## config.mk

```make
export PLATFORM = sky130hd
export DESIGN_NAME = wb_stream_writer_fifo
export DESIGN_NICKNAME = d
export VERILOG_FILES = /design/src/rtl/wb_streamer_pkg.sv /design/src/rtl/wb_stream_fifo_mem.sv /design/src/rtl/wb_stream_writer_fifo.sv
export SDC_FILE = /design/constraint.sdc
export NUM_CORES = 1
export LEC_CHECK = 0
export ABC_AREA = 1
export CAP_MARGIN = 10
export CORE_MARGIN = 2
export CORE_UTILIZATION = 32
export DETAILED_ROUTE_END_ITERATION = 12
export PLACE_DENSITY = 0.51
export SYNTH_ARGS = -nofsm -noshare
export SYNTH_HDL_FRONTEND = slang
export SYNTH_SLANG_ARGS = --single-unit
```

## constraint.sdc

```tcl
create_clock -name wb_clk_i -period 3.92 [get_ports wb_clk_i]
set_clock_uncertainty 0.2 [all_clocks]
set_input_delay 0.98 -clock wb_clk_i [delete_from_list [all_inputs] [get_ports wb_clk_i]]
set_output_delay 0.98 -clock wb_clk_i [all_outputs]
set_load 0.01 [all_outputs]
```

## src/rtl/wb_streamer_pkg.sv

```systemverilog
// rtl/wb_streamer_pkg.sv - shared widths and helpers for the Wishbone stream writer
//
// Purpose : default data/packet-length widths and the FIFO capacity helper
//           used by the stream writer FIFO and its storage array.
// Ports   : none (package).
package wb_streamer_pkg;

  localparam int DEF_WB_DW = 32;
  localparam int PKT_LEN_W = 16;

  // Number of words held by a FIFO addressed with aw bits.
  function automatic int unsigned fifo_capacity(input int unsigned aw);
    return 32'd1 << aw;
  endfunction

endpackage

```

## src/rtl/wb_stream_fifo_mem.sv

```systemverilog
// rtl/wb_stream_fifo_mem.sv - 2**AW x DW storage, synchronous write, asynchronous read
//
// Purpose : backing store for the stream writer FIFO. Written as a plain
//           array with a combinational read so it maps onto distributed RAM.
//           No reset: contents are only meaningful between the pointers kept
//           by the parent.
// Ports   : i_clk    clock
//           i_we     write enable
//           i_waddr  write address (AW bits)
//           i_wdata  write data (DW bits)
//           i_raddr  read address (AW bits)
//           o_rdata  read data, combinational from i_raddr
module wb_stream_fifo_mem
  import wb_streamer_pkg::*;
#(
  parameter int DW = DEF_WB_DW,
  parameter int AW = 4
) (
  input  logic          i_clk,
  input  logic          i_we,
  input  logic [AW-1:0] i_waddr,
  input  logic [DW-1:0] i_wdata,
  input  logic [AW-1:0] i_raddr,
  output logic [DW-1:0] o_rdata
);

  localparam int unsigned LP_DEPTH = fifo_capacity(AW);

  logic [DW-1:0] r_mem [0:LP_DEPTH-1];

  always_ff @(posedge i_clk) begin
    if (i_we) begin
      r_mem[i_waddr] <= i_wdata;
    end
  end

  assign o_rdata = r_mem[i_raddr];

endmodule

```

## src/rtl/wb_stream_writer_fifo.sv

```systemverilog
// rtl/wb_stream_writer_fifo.sv - word FIFO draining onto a valid/ready stream master
//
// Purpose : buffers words written by the Wishbone stream writer controller and
//           presents them on a stream master port. Storage is a memory plus a
//           show-ahead output register; fifo_cnt counts both and tops out at
//           2**FIFO_AW. Optional packet framing drives stream_m_last_o.
// Config  : define WB_STREAM_WRITER_FIFO_LAST_EN to enable the packet counter
//           and last flag; otherwise stream_m_last_o is 0 and pkt_len unused.
// Ports   : wb_clk_i          clock
//           wb_rst_i          asynchronous active-high reset
//           fifo_d            write data
//           fifo_wr           write strobe, one word per cycle
//           fifo_cnt          occupancy (FIFO_AW+1 bits)
//           clr               synchronous flush
//           overflow          sticky, write attempted while full
//           pkt_len           words per packet, 0 = unframed
//           stream_m_data_o   output data
//           stream_m_valid_o  output valid
//           stream_m_ready_i  sink ready
//           stream_m_last_o   last word of packet
module wb_stream_writer_fifo
  import wb_streamer_pkg::*;
#(
  parameter int WB_DW   = DEF_WB_DW,
  parameter int FIFO_AW = 4
) (
  input  logic                 wb_clk_i,
  input  logic                 wb_rst_i,
  input  logic [WB_DW-1:0]     fifo_d,
  input  logic                 fifo_wr,
  output logic [FIFO_AW:0]     fifo_cnt,
  input  logic                 clr,
  output logic                 overflow,
  input  logic [PKT_LEN_W-1:0] pkt_len,
  output logic [WB_DW-1:0]     stream_m_data_o,
  output logic                 stream_m_valid_o,
  input  logic                 stream_m_ready_i,
  output logic                 stream_m_last_o
);

  if (FIFO_AW < 1) begin : g_bad_fifo_aw
    $error("wb_stream_writer_fifo: FIFO_AW must be >= 1");
  end

  localparam int unsigned      LP_CAP     = fifo_capacity(FIFO_AW);
  localparam logic [FIFO_AW:0] LP_CAP_CNT = LP_CAP[FIFO_AW:0];

  logic [FIFO_AW-1:0] r_wr_ptr;
  logic [FIFO_AW-1:0] r_rd_ptr;
  logic [FIFO_AW:0]   r_cnt;
  logic               r_valid;
  logic [WB_DW-1:0]   r_data;
  logic               r_overflow;

  logic               w_full;
  logic               w_wr_acc;
  logic               w_rd;
  logic [FIFO_AW:0]   w_mem_cnt;
  logic               w_mem_empty;
  logic               w_load;
  logic               w_bypass;
  logic               w_pop;
  logic               w_mem_we;
  logic [WB_DW-1:0]   w_mem_rdata;

  // Full is judged on the registered count, so a write in the same cycle as
  // a read of a full FIFO is still dropped.
  assign w_full    = (r_cnt == LP_CAP_CNT);
  assign w_wr_acc  = fifo_wr && !w_full;
  assign w_rd      = r_valid && stream_m_ready_i;

  // Words sitting in the memory, i.e. everything except the output register.
  assign w_mem_cnt   = r_cnt - {{FIFO_AW{1'b0}}, r_valid};
  assign w_mem_empty = (w_mem_cnt == '0);

  // The output register can take a new word when it is empty or being read.
  // With the memory empty, an accepted write goes straight to the output
  // register so a single word appears the cycle after it is written. With
  // the memory non-empty the oldest memory word is promoted instead, which
  // keeps order and gives back-to-back words with no bubble.
  assign w_load   = !r_valid || w_rd;
  assign w_bypass = w_load && w_mem_empty && w_wr_acc;
  assign w_pop    = w_load && !w_mem_empty;
  assign w_mem_we = w_wr_acc && !w_bypass;

  wb_stream_fifo_mem #(
    .DW (WB_DW),
    .AW (FIFO_AW)
  ) u_mem (
    .i_clk   (wb_clk_i),
    .i_we    (w_mem_we),
    .i_waddr (r_wr_ptr),
    .i_wdata (fifo_d),
    .i_raddr (r_rd_ptr),
    .o_rdata (w_mem_rdata)
  );

  always_ff @(posedge wb_clk_i or posedge wb_rst_i) begin
    if (wb_rst_i) begin
      r_wr_ptr   <= '0;
      r_rd_ptr   <= '0;
      r_cnt      <= '0;
      r_valid    <= 1'b0;
      r_data     <= '0;
      r_overflow <= 1'b0;
    end else if (clr) begin
      r_wr_ptr   <= '0;
      r_rd_ptr   <= '0;
      r_cnt      <= '0;
      r_valid    <= 1'b0;
      r_overflow <= 1'b0;
    end else begin
      if (fifo_wr && w_full) begin
        r_overflow <= 1'b1;
      end

      if (w_mem_we) begin
        r_wr_ptr <= r_wr_ptr + FIFO_AW'(1);
      end

      if (w_pop) begin
        r_data   <= w_mem_rdata;
        r_rd_ptr <= r_rd_ptr + FIFO_AW'(1);
        r_valid  <= 1'b1;
      end else if (w_bypass) begin
        r_data  <= fifo_d;
        r_valid <= 1'b1;
      end else if (w_rd) begin
        r_valid <= 1'b0;
      end

      case ({w_wr_acc, w_rd})
        2'b10:   r_cnt <= r_cnt + (FIFO_AW+1)'(1);
        2'b01:   r_cnt <= r_cnt - (FIFO_AW+1)'(1);
        default: r_cnt <= r_cnt;
      endcase
    end
  end

  assign fifo_cnt         = r_cnt;
  assign overflow         = r_overflow;
  assign stream_m_valid_o = r_valid;
  assign stream_m_data_o  = r_data;

`ifdef WB_STREAM_WRITER_FIFO_LAST_EN
  logic [PKT_LEN_W-1:0] r_pkt_cnt;
  logic                 w_pkt_end;

  // r_pkt_cnt is the index within the packet of the word currently presented;
  // it only moves on a handshake so last stays stable under backpressure.
  assign w_pkt_end = (pkt_len != '0) && (r_pkt_cnt == pkt_len - PKT_LEN_W'(1));

  always_ff @(posedge wb_clk_i or posedge wb_rst_i) begin
    if (wb_rst_i) begin
      r_pkt_cnt <= '0;
    end else if (clr || (pkt_len == '0)) begin
      r_pkt_cnt <= '0;
    end else if (w_rd) begin
      r_pkt_cnt <= w_pkt_end ? '0 : r_pkt_cnt + PKT_LEN_W'(1);
    end
  end

  assign stream_m_last_o = r_valid && w_pkt_end;
`else
  logic w_unused_pkt_len;

  assign w_unused_pkt_len = ^pkt_len;
  assign stream_m_last_o  = 1'b0;
`endif

endmodule

```

* Word level (Yosys, flattened, before mapping)
Memory sizes are Yosys's and may differ from the RTL's.
Index checks and enable logic that the tools add are counted.
Widths: inputs -> output; s select.
** Word-level totals
- Flip-flop bits (word level) :: 47
- RAM bits :: 512
- Input bits :: 53
- Output and inout port bits :: 40
- Word-level logic and storage cells :: 52
- Memories kept :: 1
** Memory list
- u_mem.r_mem :: depth 16, bits a word 32, rd ports 1, clocked after memory_dff 0, write ports 1, line wb_stream_fifo_mem.sv:29 : logic [DW-1:0] r_mem [0:LP_DEPTH-1];
** Cells by class
- Add/subtract/negate cells :: 5
- Eq/ne operators :: 3
- Muxes and demuxes :: 16
- Bitwise logic cells :: 1
- Reductions and logical operators :: 20
** Operator list (count)
- $mux 32 :: 2
- $mux 4 :: 4
- $pmux 5 s2 :: 1
- $add 4x1->4 const B :: 2
- $mux 1 :: 8
- $reduce_bool 2->1 :: 4
- $logic_and 1x1->1 :: 7
- $add 5x1->5 const B :: 1
- $eq 5x5->1 const B :: 1
- $logic_not 5->1 :: 1
- $mux 5 :: 1
- $sub 5x1->5 :: 1
- $sub 5x1->5 const B :: 1
- $logic_not 1->1 :: 4
- $reduce_bool 4->1 :: 1
- $reduce_bool 3->1 :: 1
- $eq 2x1->1 const B :: 1
- $eq 2x2->1 const B :: 1
- $reduce_and 2->1 :: 1
- $logic_or 1x1->1 :: 1
- $not 1->1 :: 1

* Logic depth before layout (Yosys ltp)
- Depth in word-level cells :: 8
- Gate-level depth with buffers :: 15
- Depth with buffers taken out :: 15

* By module
Synthesis repeated with hierarchy kept, for this count alone.
** Unflattened totals
- Cells, all modules :: 2397
- Area total of the unflattened synthesis :: 24932.7 µm²
** By module, submodules not included
- wb_stream_fifo_mem :: times used 1, cells each 2088, area an instance 22089.9 µm², seq. area each 15374.7 µm²
- wb_stream_writer_fifo :: times used 1, cells each 309, area an instance 2842.7 µm², seq. area each 1176.1 µm²

* Least setup slack after synthesis
Ideal clock, no wire load.
- Kind :: input to register
- From :: in stream_m_ready_i
- To :: mem u_mem.r_mem[11][0] (netlist bit) (enable)
- Library setup time :: 0.421 ns
- Arrival :: 3.093 ns
- Data required time :: 3.299 ns
- Path slack :: 0.206 ns
- Stages on the path :: 5
- Path buffers :: 0
- Cell sequence :: nor2_1 inv_1 a21oi_2 nand2_1 nor2_1
** On the way
- Longest elaborated chain between the ends :: 8
** RTL lines
- from (decl) :: line wb_stream_writer_fifo.sv:37 : input logic stream_m_ready_i,
- $logic_and 1x1->1 :: line wb_stream_writer_fifo.sv:70 : assign w_rd = r_valid && stream_m_ready_i;
- $logic_or 1x1->1 :: line wb_stream_writer_fifo.sv:81 : assign w_load = !r_valid || w_rd;
- $logic_and 1x1->1 (2 in a row) :: line wb_stream_writer_fifo.sv:82 : assign w_bypass = w_load && w_mem_empty && w_wr_acc;
- $logic_not 1->1 :: line wb_stream_writer_fifo.sv:84 : assign w_mem_we = w_wr_acc && !w_bypass;
- $logic_and 1x1->1 :: line wb_stream_writer_fifo.sv:84
- $mux 1 :: line wb_stream_fifo_mem.sv:32 : if (i_we) begin
- $mux 1 (not written as such) :: line wb_stream_fifo_mem.sv:33 : r_mem[i_waddr] <= i_wdata;
- to (decl) :: line wb_stream_fifo_mem.sv:29
No other way between the ends.

* Worst setup path in the final report
- From :: in stream_m_ready_i
- To :: mem u_mem.r_mem[3][26] (netlist bit) (enable)
Same word-level chain as after synthesis.

==> results.yml <==
critical_path:
  path_max_fanout: 26
  start_kind: "input pin"
  r2r_setup_slack_ns: 1.07
  critPathKind: "in2reg"
  worst_ep_required_time_ns: 4.01
  end_kind: "flop"
  arrival_ns: 3.08
die:
  die-area_sq_um: 72700
  rows: 97
  fp.dieW_microns: 270
  core-area_sq_um: 69900
  die_h_microns: 270
  start_util_pct: 32.3
  io_pins: 93
clock_network:
  post-cts-setup-buffers: 0
  cts_buffers: 59
  clkTransAtPathRegs_ns: 0.06
  clkSinkCount: 559
  cts-root-buf: "clkbuf_16"
  h-tree-depth: 2
  clk_path_buf_depth: 3
  ctsResizeCount: 0
  clk_latency_ns: 0.62
  ctsHoldBuffers: 0
  cts_tree: "yes"
job:
  cap_violations: 0
timing:
  period_needed_ns: 2.99
  max_freq_mhz: 334
  worst_slew_pin_slew_ns: 1.04
  period_share_pct: 76.3
  setup_viol: 0
  report.final.hold_viol_count: 0
  maxSlewViolCount: 0
  fin_ws_ns: 0.929
  final.setup.tns_ns: 0
  relSlewSlack_pct: 30.5
  rsz0062_at_grt: "false"
pwr:
  p_clk_share_pct: 33.0
  swShare_pct: 30.7
  ir_worst_vdd_uv: 355
  combPwrFrac_pct: 23.7
  power.density_nw_per_um2: 618
  p_leak_nw: 8.94
  power_frac_seq_pct: 43.2
  power.switching_w: 0.00507
  power.internal_w: 0.0115
yosys:
  synth_warnings: 0
  yosysUniqueCellTypes: 31
  synth.avg_cell_area_sq_um: 12.2
  synth_top_cell_area_share_pct: 68.1
  synthesis.nets: 1907
  yosysSeqAreaShare_pct: 73.3
  yosysTopAreaCell: "edfxtp_1"
  ys_ff_latch: 559
  syn_area_sq_um: 22600
  syn_inst: 1846
  synth_area_leaders: "edfxtp_1, nor2_1, o21ai_0"
detailed_routing:
  wl_per_cell_microns: 19.4
  totalWireLength_microns: 56400
  drt_iter0_drc: 1057
  drtAntennaViolNets: 0
  drt_pass1_iterations: 5
  wl_met1_microns: 25600
  num_vias: 14200
  route.met3.wl_microns: 1960
  wl_met2_microns: 27600
  viasPerCell: 4.89
  drc: 0
  maxUsedRoutingLayer: "met5"
global_routing:
  grt_pass1_vias: 14000
  antenna_found_initial: 1
  grt-ovfl-total: 0
  grt_start_max_net_pins: 171
  grt_pass1_wl_microns: 86000
  globalRouteTotalUtil_pct: 15.3
run_status:
  run_status: "finished, final reports clean"
hold_path:
  hold_class: "reg2reg"
place:
  place.gp.congestion: 0.723
  dp.cells: 2790
  place.port_buffers: 75
  pre_cts_slack_ns: 0.231
  hpwlAfterDp_microns: 29400
  place_area_sq_um: 24800
finish:
  fin_util_pct: 38.3
  syn_to_final_growth_pct: 18.4
  drive_gt1_share_pct: 8.72
  stdcell_area_sq_um: 26700
  diodes: 0
  instances_no_fill: 2901
  nets: 1972
## per-stage QoR
| step | hold WS (ns) | power, W |
|---|---|---|
| finish | 0.277 | 0.0165 |
| global route | 0.299 | 0.0175 |
| CTS | 0.282 | 0.0168 |
| detailed placement | 0.265 | 0.0113 |
| global placement | 0.265 | 0.0112 |
| floorplan | 0.314 | 0.00975 |
## synthesized netlist by cell type (all sizes together)
cell,count
a21oi,15
a31oi,1
buf,51
clkbuf,68
clkinv,2
conb,1
dfrtp,47
edfxtp,512
ha,8
inv,38
nand2,133
nand3,111
nand3b,1
nand4,1
nor2,453
nor3,4
o211ai,128
o21a,1
o21ai,265
o21bai,1
o22ai,1
or2,1
xnor2,1
xor2,2
## layout by cell type, fill, tap and decap left out, types with 8 or more instances in the layout
cell               n
nor2_1           436
ha_1               8
clkbuf_16         61
inv_1             35
nor2_4            17
clkinv_2          17
dfrtp_1           43
nand2_1          133
nand3_1          110
clkbuf_1          12
a21oi_1           14
clkdlybuf4s50_1   75
o21ai_0          265
buf_12            28
buf_4             20
clkbuf_8          10
o211ai_1         128
edfxtp_1         512
## worst paths after layout
path                                                  from                              end  cells after the start
min in group asynchronous                         wb_rst_i  stream_m_data_o[12]$_DFFE_PP0P_                      2
max in group asynchronous                         wb_rst_i  stream_m_data_o[25]$_DFFE_PP0P_                      3
setup reg to reg                   fifo_cnt[0]$_DFFE_PP0P_     u_mem.r_mem[3][26]$_DFFE_PP_                      8
hold / removal             stream_m_data_o[15]$_DFFE_PP0P_  stream_m_data_o[15]$_DFFE_PP0P_                      2
hold reg to reg            stream_m_data_o[15]$_DFFE_PP0P_  stream_m_data_o[15]$_DFFE_PP0P_                      2
setup / recovery                          stream_m_ready_i     u_mem.r_mem[3][26]$_DFFE_PP_                      7
## power by group through the flow
stage | sequential (W) | combinational, W | clock [W]
floorplan | 0.00723 | 0.00252 | 0
global placement | 0.00727 | 0.00395 | 0
detailed placement | 0.00728 | 0.00399 | 0
CTS | 0.00716 | 0.00401 | 0.00560
global route | 0.00720 | 0.00445 | 0.00583
finish | 0.00715 | 0.00392 | 0.00546
## cell type report
cell class                 count  area (sq um)
clock inverter                28           211
inverter                      40           155
sequential                   559         16600
tap                          940          1180
multi-input combinational   1128          5470
fill                        6708         43200
timing repair buffer         123          1460
clock buffer                  83          1710
## flip-flops by register name, summed over array words and instances (netlist names)
signal            flops
overflow              1
u_mem.r_mem         512
stream_m_valid_o      1
stream_m_data_o      32
r_wr_ptr              4
fifo_cnt              5
r_rd_ptr              4
## critical path, cell delays in order
cell and delay, ns:
clkdlybuf4s50_1 0.43, nor2_1 0.25, inv_1 0.16, a21oi_2 0.36, nand2_1 0.39, nor2_4 0.23, buf_12 0.25
## kinds of logic after synthesis
family | synth area share (%)
adders and majority gates | 0.443
buffers and inverters | 3.04
DFF | 73.3
other | 0.0166
xor gates and xnor gates | 0.116
AOI/OAI and AO/OA | 10.6
and+or+nand+nor | 12.5
## per-layer routing
metal	global-route usage, %	vias to the layer above
met5	0	-
met4	3.98	2
met3	2.32	90
met2	26.2	255
met1	20.5	7074
li1	-	6772
Power figures use the tool's default switching activity.
